--- src/rtl/vga_timing_pkg.sv ---
// Shared raster types and 640x480@60 default timing for the VGA timing generator.
package vga_timing_pkg;

    localparam int DEF_H_ACTIVE = 640;
    localparam int DEF_H_FP     = 16;
    localparam int DEF_H_SYNC   = 96;
    localparam int DEF_H_BP     = 48;
    localparam int DEF_V_ACTIVE = 480;
    localparam int DEF_V_FP     = 10;
    localparam int DEF_V_SYNC   = 2;
    localparam int DEF_V_BP     = 33;
    localparam int DEF_CLK_DIV  = 2;
    localparam int DEF_SYNC_DLY = 2;
    localparam int MAX_TOTAL    = 1024;

    typedef logic [9:0] coord_t;

    typedef struct packed {
        logic hsync_n;
        logic vsync_n;
        logic blank_n;
    } sync_t;

    localparam sync_t SYNC_IDLE = '{hsync_n: 1'b1, vsync_n: 1'b1, blank_n: 1'b0};

    function automatic int h_total(input int active, input int fp, input int sync, input int bp);
        return active + fp + sync + bp;
    endfunction

    function automatic int v_total(input int active, input int fp, input int sync, input int bp);
        return active + fp + sync + bp;
    endfunction

endpackage

--- src/rtl/sync_delay_line.sv ---
// Pixel-tick shift register that aligns the sync/blank triple with the painter's RGB pipeline.
module sync_delay_line
    import vga_timing_pkg::*;
#(
    parameter int DEPTH = 2
) (
    input  logic  clk,
    input  logic  rst,
    input  logic  shift,
    input  sync_t din,
    output sync_t dout
);

    generate
        if (DEPTH == 0) begin : g_pass
            logic unused_ctl;
            assign unused_ctl = ^{clk, rst, shift};
            assign dout = din;
        end else begin : g_shift
            sync_t stage [DEPTH];

            always_ff @(posedge clk) begin
                if (rst) begin
                    for (int i = 0; i < DEPTH; i++) begin
                        stage[i] <= SYNC_IDLE;
                    end
                end else if (shift) begin
                    stage[0] <= din;
                    for (int i = 1; i < DEPTH; i++) begin
                        stage[i] <= stage[i-1];
                    end
                end
            end

            assign dout = stage[DEPTH-1];
        end
    endgenerate

endmodule

--- src/rtl/vga_timing_gen.sv ---
// Raster coordinate generator with pixel-tick divider and delayed sync/blank strobes.
module vga_timing_gen
    import vga_timing_pkg::*;
#(
    parameter int H_ACTIVE = DEF_H_ACTIVE,
    parameter int H_FP     = DEF_H_FP,
    parameter int H_SYNC   = DEF_H_SYNC,
    parameter int H_BP     = DEF_H_BP,
    parameter int V_ACTIVE = DEF_V_ACTIVE,
    parameter int V_FP     = DEF_V_FP,
    parameter int V_SYNC   = DEF_V_SYNC,
    parameter int V_BP     = DEF_V_BP,
    parameter int CLK_DIV  = DEF_CLK_DIV,
    parameter int SYNC_DLY = DEF_SYNC_DLY
) (
    input  logic   clk,
    input  logic   rst,
    input  logic   en,
    output logic   pix_en,
    output coord_t hs,
    output coord_t vs,
    output logic   line_start,
    output logic   frame_start,
    output logic   hsync_n,
    output logic   vsync_n,
    output logic   blank_n
);

    localparam int H_TOTAL = h_total(H_ACTIVE, H_FP, H_SYNC, H_BP);
    localparam int V_TOTAL = v_total(V_ACTIVE, V_FP, V_SYNC, V_BP);

    localparam coord_t     H_LAST   = coord_t'(H_TOTAL - 1);
    localparam coord_t     V_LAST   = coord_t'(V_TOTAL - 1);
    localparam logic [3:0] DIV_LAST = 4'(CLK_DIV - 1);

    // Strobe bounds kept at 11 bits so an edge sitting exactly at 1024 does not alias to 0.
    localparam logic [10:0] H_ACT_END  = 11'(H_ACTIVE);
    localparam logic [10:0] HS_START   = 11'(H_ACTIVE + H_FP);
    localparam logic [10:0] HS_END     = 11'(H_ACTIVE + H_FP + H_SYNC);
    localparam logic [10:0] V_ACT_END  = 11'(V_ACTIVE);
    localparam logic [10:0] VS_START   = 11'(V_ACTIVE + V_FP);
    localparam logic [10:0] VS_END     = 11'(V_ACTIVE + V_FP + V_SYNC);

    generate
        if (H_TOTAL > MAX_TOTAL || V_TOTAL > MAX_TOTAL) begin : g_bad_total
            $error("vga_timing_gen: H_TOTAL=%0d / V_TOTAL=%0d exceed 1024", H_TOTAL, V_TOTAL);
        end
        if (CLK_DIV < 1 || CLK_DIV > 16) begin : g_bad_div
            $error("vga_timing_gen: CLK_DIV=%0d outside 1..16", CLK_DIV);
        end
        if (SYNC_DLY < 0 || SYNC_DLY > 8) begin : g_bad_dly
            $error("vga_timing_gen: SYNC_DLY=%0d outside 0..8", SYNC_DLY);
        end
    endgenerate

    logic [3:0]  div;
    logic [10:0] hs_x;
    logic [10:0] vs_x;
    sync_t       sync_raw;
    sync_t       sync_dly;

    assign pix_en      = en && !rst && (div == DIV_LAST);
    assign line_start  = pix_en && (hs == '0);
    assign frame_start = line_start && (vs == '0);

    always_ff @(posedge clk) begin
        if (rst) begin
            div <= '0;
        end else if (en) begin
            div <= (div == DIV_LAST) ? 4'd0 : 4'(div + 4'd1);
        end
    end

    always_ff @(posedge clk) begin
        if (rst) begin
            hs <= '0;
            vs <= '0;
        end else if (pix_en) begin
            if (hs == H_LAST) begin
                hs <= '0;
                vs <= (vs == V_LAST) ? coord_t'(0) : coord_t'(vs + 10'd1);
            end else begin
                hs <= coord_t'(hs + 10'd1);
            end
        end
    end

    assign hs_x = {1'b0, hs};
    assign vs_x = {1'b0, vs};

    always_comb begin
        sync_raw         = SYNC_IDLE;
        sync_raw.hsync_n = !((hs_x >= HS_START) && (hs_x < HS_END));
        sync_raw.vsync_n = !((vs_x >= VS_START) && (vs_x < VS_END));
        sync_raw.blank_n = (hs_x < H_ACT_END) && (vs_x < V_ACT_END);
    end

    sync_delay_line #(
        .DEPTH (SYNC_DLY)
    ) u_sync_dly (
        .clk   (clk),
        .rst   (rst),
        .shift (pix_en),
        .din   (sync_raw),
        .dout  (sync_dly)
    );

    assign hsync_n = sync_dly.hsync_n;
    assign vsync_n = sync_dly.vsync_n;
    assign blank_n = sync_dly.blank_n;

endmodule
--- config.mk ---
export PLATFORM = sky130hd
export DESIGN_NAME = vga_timing_gen
export DESIGN_NICKNAME = d
export VERILOG_FILES = /design/src/rtl/vga_timing_pkg.sv /design/src/rtl/sync_delay_line.sv /design/src/rtl/vga_timing_gen.sv
export SDC_FILE = /design/constraint.sdc
export NUM_CORES = 1
export LEC_CHECK = 0
export ABC_AREA = 1
export CAP_MARGIN = 20
export CORE_AREA = 5 5 49 83
export DETAILED_ROUTE_END_ITERATION = 10
export DIE_AREA = 0 0 54 88
export HOLD_SLACK_MARGIN = 0.02
export PLACE_DENSITY = 0.73
export SLEW_MARGIN = 20
export SYNTH_ARGS = -nofsm -noshare
export SYNTH_HDL_FRONTEND = slang
export SYNTH_HIERARCHICAL = 1
export SYNTH_SLANG_ARGS = --single-unit
--- constraint.sdc ---
create_clock -name clk -period 1.5 [get_ports clk]
set_input_delay 0.3 -clock clk [delete_from_list [all_inputs] [get_ports clk]]
set_output_delay 0.3 -clock clk [all_outputs]
set_load 0.01 [all_outputs]
==> metrics, run 1 <==
Overall Global Routing Usage=0.230; Residual DRC=0; most frequent cell after synthesis=nand2_1; post-synth top area cell=dfxtp_1; net switching share of the total power=0.234; net switching power=0.366 mW; initial cell density of the core=0.495; Max clock buf depth=2; setup skew after layout=0.00366 ns; sequential fraction of design power=0.534; maxcap violations=0; routed via count=1,849; synthesis-to-layout area growth=63.9%; arrival time at the worst endpoint=1.43 ns; global route total overflow=0; number of antenna repair diodes=0; largest fanout on the critical path=2; count of non-filler cells in the finished layout=365; maximum ir drop on the vdd rail=928 uV; Setup Viol. Count Final=7; required time at the worst-slack endpoint=1.20 ns; wire length per cell=14.6 microns; synthesized netlist net count=239; DRC violation total after the first TritonRoute iteration=57; count of boundary I/O pins=29; Final Hold Viols=0; number of distinct standard cells referenced by the synthesized netlist=29; clock latency at the later pin of the worst-skew pair=0.28 ns; buffer type at the clock tree root=clkbuf_8; f_max=0.580 GHz; Pint=1.20 mW; number of H-tree branching levels=2; Worst Tran Pin Value=0.297 ns; placed insts=344; fin crit period=1.73 ns; HPWL after detailed placement=3.35 mm; CTS tree=built; final layout net count=327; share of flip-flops with an asynchronous set or reset after synthesis=0; chip width=54 microns; DRT Wirelength=5.34 mm; number of flops mapped to enable cells by yosys=6; post-CTS clock slew at the launch and capture registers of the worst setup and hold paths=0.06 ns; Leakage Power=1.30 nW; final standard cell area without fillers=2700 sq um; fin. max-slew vios=0; end-of-flow core utilization=0.811; RD Place Congestion=0.850; initial antenna violation count=0; fill cell count=216; part of the cycle the worst path needs=1.15; total number of placement rows=28; most used standard cells in the synthesized netlist=nand2_1, nor2_1, inv_1; hold_buf cts=0; summed instance area of the synthesized netlist=1650 sq um; headroom to the max-slew limit=0.802; class of the most critical hold timing path=primary input to register; Die Y=88 microns; status=finished with violations; antenna viol nets, final=0; average vias per placed instance=5.07; cells taking the most area after synthesis=dfxtp_1, nand2_1, edfxtp_1; yosys warns=6; number of detailed-route iterations in the first pass=4; main flop type after synthesis=dfxtp_1; die outline area=4750 sq um; proportion of power drawn by the clock network=0.394; layout cells sized above 1=0.388; fin worst setup slack=-0.225 ns; critical path capture point type=output port; sequential element share of the synthesized area=0.401; Core ar.=3330 sq um; pin count of the biggest net entering global routing=15; number of global-route vias before repair=1,853; total clock buffers created by CTS=5; Sinks on Clock Net=30; kind of start point of the critical path=register; register bit total from synthesis=30; area of combinational cells with multiple inputs=1010 sq um; classification of the worst setup path=register to output port; area fraction of the dominant cell type after synthesis=0.292; average size of a mapped cell=7.13 sq um; wire length of the first global-routing pass=8.04 mm; violations in the final reports=setup timing; setup repair after global routing missed its margin=yes; post-place instance area=2300 sq um; cell area power density=579 nW/um^2; Port-buffer cells=28; footprint of the flip-flops and latches=669 sq um; cell count after synthesis=231; Comb power frac=0.073
-- metal layers --
layer	routed length, microns	vias up	track usage
li1	-	907	-
met1	1950	878	0.229
met2	3020	46	0.434
met3	193	18	0.0460
met4	179	0	0.104
met5	0	-	0
-- timing repair --
action,in CTS,in global routing
gates cloned,1,0
endpoints found under the setup margin,50,30
pin swaps,13,21
setup buffers,8,6
resized for setup,58,46
-- cell type report --
| cell class | instances | share of cell area |
|---|---|---|
| clock buffers | 6 | 0.0269 |
| clock inverters | 2 | 0.00325 |
| inverters | 33 | 0.0468 |
| multi-input cells | 163 | 0.376 |
| flip-flops and latches | 30 | 0.248 |
| well taps | 45 | 0.0209 |
| repair buffers | 86 | 0.278 |
-- sequential cells by signal, indices dropped and copies added (netlist names) --
name / count
div: 4
hs: 10
u_sync_dly/g_shift.stage: 6
vs: 10
-- stage by stage --
| step | setup slack (ns) | total power [mW] | hold slack (ns) | setup TNS (ns) |
|---|---|---|---|---|
| 2_1_floorplan | 0.0330 | 0.895 | 0.442 | 0 |
| 4_1_cts | -0.227 | 1.55 | 0.434 | -0.315 |
| 6_report | -0.225 | 1.56 | 0.464 | -0.444 |
| 5_1_grt | -0.328 | 1.63 | 0.466 | -1.49 |
| 3_3_place_gp | -0.686 | 0.934 | 0.487 | -14.84 |
| 3_5_place_dp | -0.706 | 0.936 | 0.496 | -16.01 |
-- critical path, stage by stage (launching register included) --
cell	delay (ns)
dfxtp_1	0.32
inv_2	0.06
ha_1	0.14
inv_1	0.06
nor2_2	0.12
nand3_2	0.10
nor4_2	0.16
buf_2	0.17
-- cell usage in the layout (no fill, tap or decap), types with 5 or more instances in the layout --
cell type / synthesis / layout
nor2_1: 37 / 28
inv_2: 1 / 5
dfxtp_2: 0 / 7
dfxtp_1: 24 / 17
nor2_4: 1 / 10
nand3_2: 1 / 6
dlygate4sd2_1: 0 / 21
clkbuf_8: 0 / 5
nor2_2: 6 / 6
nand2_1: 54 / 45
nand3_1: 19 / 12
nand2_2: 2 / 9
buf_4: 3 / 46
edfxtp_1: 6 / 6
nand4_1: 6 / 6
a21oi_1: 11 / 8
buf_6: 1 / 11
inv_1: 32 / 27
-- cells by family (layout without fill, tap and decap cells) --
logic type               after synthesis  after routing  share of synthesized area
flip-flops                            30             30                      0.401
AND/OR/NAND/NOR                      133            133                      0.364
XOR/XNOR                               5              5                     0.0266
buffers and inverters                 38            127                     0.0980
adder cells (fa/ha/maj)                5              5                     0.0380
AO/OA/AOI/OAI                         20             20                     0.0722
-- path summary, 6_finish.rpt --
check        depth (start not counted)  slack (ns)                            from                              to
min                                  3        0.46                              en                          div[0]
max                                  7       -0.23                           vs[0]                     frame_start
min reg2reg                          2        0.51  u_sync_dly/g_shift.stage[0][1]  u_sync_dly/g_shift.stage[0][4]
max reg2reg                         12       -0.07                           hs[0]                           vs[9]
-- power groups by stage --
stage	clock network, mW	logic, mW	registers (mW)
2_1_floorplan	0	0.0435	0.852
3_5_place_dp	0	0.0863	0.850
4_1_cts	0.623	0.0917	0.833
5_1_grt	0.676	0.121	0.834
3_3_place_gp	0	0.0842	0.850
6_report	0.615	0.114	0.834
Power figures use the tool's default switching activity.
==> run 2: changes to the inputs <==
--- a/config.mk
+++ b/config.mk
@@ -5,7 +5,6 @@
 export SDC_FILE = /design/constraint.sdc
 export NUM_CORES = 1
 export LEC_CHECK = 0
-export ABC_AREA = 1
 export CAP_MARGIN = 20
 export CORE_AREA = 5 5 49 83
 export DETAILED_ROUTE_END_ITERATION = 10
==> run 2 against run 1 <==
- the flow still finishes with violations (setup timing)
- count of clock-buffer cells in the layout up 2
- core utilization down 1.7 points
- sequential power down 0.8%
- clock power about the same
- critical path depth unchanged
- register-to-register slack worse by 0.20 ns
==> metrics, run 2 <==
summed instance area of the synthesized netlist=1640 sq um (-0.53%); count of boundary I/O pins=29 (unchanged); most frequent cell after synthesis=dfxtp_1; highest-count cells in the layout ignoring fill and taps=buf_4, dlygate4sd2_1, nor2_1; wire length per cell=16.7 microns (+14%); share of flip-flops with an asynchronous set or reset after synthesis=0 (unchanged); die outline area=4750 sq um (unchanged); Port-buffer cells=28 (unchanged); status=finished with violations; footprint of the flip-flops and latches=696 sq um (+3.9%); number of global-route vias before repair=1,808 (-2.4%); critical path capture point type=output port; number of flops mapped to enable cells by yosys=6 (unchanged); number of H-tree branching levels=2 (unchanged); fin. max-slew vios=0 (unchanged); hold_buf cts=0 (unchanged); fin worst setup slack=-0.675 ns (-0.449 ns); met2 Resource Use GR=0.465 (+0.0309); met3 Resource Use GR=0.0426 (-0.00341); critical path endpoint=frame_start; Sinks on Clock Net=30 (unchanged); global route total overflow=0 (unchanged); synthesis-to-layout area growth=61.3%; area fraction of the dominant cell type after synthesis=0.293 (+0.00156); cells taking the most area after synthesis=dfxtp_1, edfxtp_1, xor2_1; violations in the final reports=setup timing; classification of the worst setup path=register to output port; Setup Viol. Count Final=25 (+18); Worst Tran Pin Value=0.395 ns (+0.0978 ns); clock latency at the later pin of the worst-skew pair=0.28 ns (about the same); Max clock buf depth=2 (unchanged); yosys warns=6 (unchanged); wire length of the first global-routing pass=8.56 mm (+6.4%); Core ar.=3330 sq um (unchanged); maxcap violations=0 (unchanged); largest fanout on the critical path=2 (unchanged); final layout net count=272 (-17%); HPWL after detailed placement=3.66 mm (+9.4%); class of the most critical hold timing path=register to register; Die Y=88 microns (unchanged); synthesized netlist net count=181 (-24%); count of non-filler cells in the finished layout=310 (-15%); Crit Reg-Reg Startpoint=hs[6]; setup repair after global routing missed its margin=yes; cell count after synthesis=173 (-25%); Overall Global Routing Usage=0.249 (+0.0182); headroom to the max-slew limit=0.737 (-0.0650); area of combinational cells with multiple inputs=1020 sq um (+0.49%); setup skew after layout=0.00449 ns (+0.000829 ns); DRT Wirelength=5.19 mm (-2.8%); f_max=0.460 GHz (-21%); total number of placement rows=28 (unchanged); cell area power density=593 nW/um^2 (+2.4%); part of the cycle the worst path needs=1.45 (+0.300); Residual DRC=0 (unchanged); commonest non-fill, non-tap cell in the layout=buf_4; chip width=54 microns (unchanged); register bit total from synthesis=30 (unchanged); Top Registers=hs (10), vs (10), u_sync_dly/g_shift.stage (6); DRC violation total after the first TritonRoute iteration=51 (-11%); Final Hold Viols=0 (unchanged); initial antenna violation count=0 (unchanged); main flop type after synthesis=dfxtp_1; post-synth top area cell=dfxtp_1; CTS tree=built; GRT met1 Usage=0.240 (+0.0105); worst reg-to-reg setup slack=-0.27 ns (-0.20 ns); pin count of the biggest net entering global routing=21 (+6); post-place instance area=2390 sq um (+3.8%); average vias per placed instance=5.70 (+13%); Leakage Power=1.20 nW (-7.6%); maximum ir drop on the vdd rail=619 uV (-33%); sequential element share of the synthesized area=0.403 (+0.00215); fill cell count=222 (+2.8%); most used standard cells in the synthesized netlist=dfxtp_1, nor2_1, nand2_1; number of detailed-route iterations in the first pass=4 (unchanged); fin crit period=2.17 ns (+0.449 ns); routed via count=1,768 (-4.4%); buffer type at the clock tree root=clkbuf_8; post-CTS clock slew at the launch and capture registers of the worst setup and hold paths=0.06 ns (about the same); RD Place Congestion=0.913 (+7.5%); arrival time at the worst endpoint=1.87 ns (+0.44 ns); antenna viol nets, final=0 (unchanged); required time at the worst-slack endpoint=1.20 ns (about the same); worst hold slack=0.447 ns (-0.0170 ns); kind of start point of the critical path=register; total clock buffers created by CTS=5 (unchanged); final total power=1.57 mW (+0.28%); number of antenna repair diodes=0 (unchanged); Crit. Startpoint=hs[0]; most congested layer reported by global routing=met2; path depth of the worst reg2reg path=4 (-8); number of distinct standard cells referenced by the synthesized netlist=54 (+86%); pre-CTS setup slack=-0.865 ns (-0.159 ns); placed insts=292 (-15%); average size of a mapped cell=9.47 sq um (+33%); initial cell density of the core=0.492 (-0.00263); endpoint of the most critical register-to-register path=u_sync_dly/g_shift.stage[0][2]; final standard cell area without fillers=2640 sq um (-2.1%); layout cells sized above 1=0.453 (+0.0653)
==> run 2: cells by family (layout without fill, tap and decap cells) <==
family,after synthesis,in the layout,synth area share
AOI/OAI and AO/OA,25,25,0.121
xor gates and xnor gates,12,12,0.0642
adders and majority gates,5,5,0.0382
buffers and inverters,13,105,0.0443
DFF,30,30,0.403
muxes,1,1,0.00611
and+or+nand+nor,87,87,0.322
==> run 2: layout make-up <==
| type | count | share of cell area |
|---|---|---|
| multi-input combinational | 130 | 0.386 |
| inverter | 6 | 0.00852 |
| timing repair buffer | 91 | 0.291 |
| clock buffer | 8 | 0.0303 |
| tap | 45 | 0.0213 |
| sequential | 30 | 0.263 |
==> run 2: metal layers <==
layer | part of all wire | vias up
met5 | 0 | -
met4 | 0.063 | 0
met3 | 0.044 | 30
met2 | 0.55 | 84
met1 | 0.34 | 838
li1 | - | 816
==> run 2: metrics by stage <==
stage | util | TNS [ns]
final | 0.794 | -3.83
after global routing | 0.794 | -5.62
after CTS | 0.772 | -3.80
after detailed placement | 0.718 | -17.96
after global placement | 0.718 | -16.48
after floorplan | - | -0.665
==> run 2: how the worst min path moves through the flow <==
stage / startpoint / endpoint / cells after the start / slack (ns)
finish: vs[8] / vs[8] / 1 / 0.45
global route: vs[8] / vs[8] / 1 / 0.46
CTS: vs[8] / vs[8] / 1 / 0.45
detailed placement: vs[8] / vs[8] / 1 / 0.43
global placement: vs[8] / vs[8] / 1 / 0.42
floorplan: en / div[0] / 2 / 0.45
==> run 2: power breakdown <==
part	switching (mW)	internal, mW	total, mW
clock network	0.284	0.329	0.613
logic	0.0660	0.0613	0.127
registers	0.00388	0.823	0.827
total	0.354	1.21	1.57
==> run 2: worst max-delay path, stage by stage, from the launching register on <==
cell and delay [ns]:
dfxtp_4 0.34, inv_2 0.04, ha_1 0.13, or4b_4 0.46, nor3_2 0.12, and3_1 0.20, and4_1 0.17, buf_2 0.13
==> run 2: timing repair <==
item / CTS / global route
resized for setup: 59 / 13
endpoints found under the setup margin: 52 / 32
setup buffers: 7 / 5
gates cloned: 1 / 0
pin swaps: 12 / 14
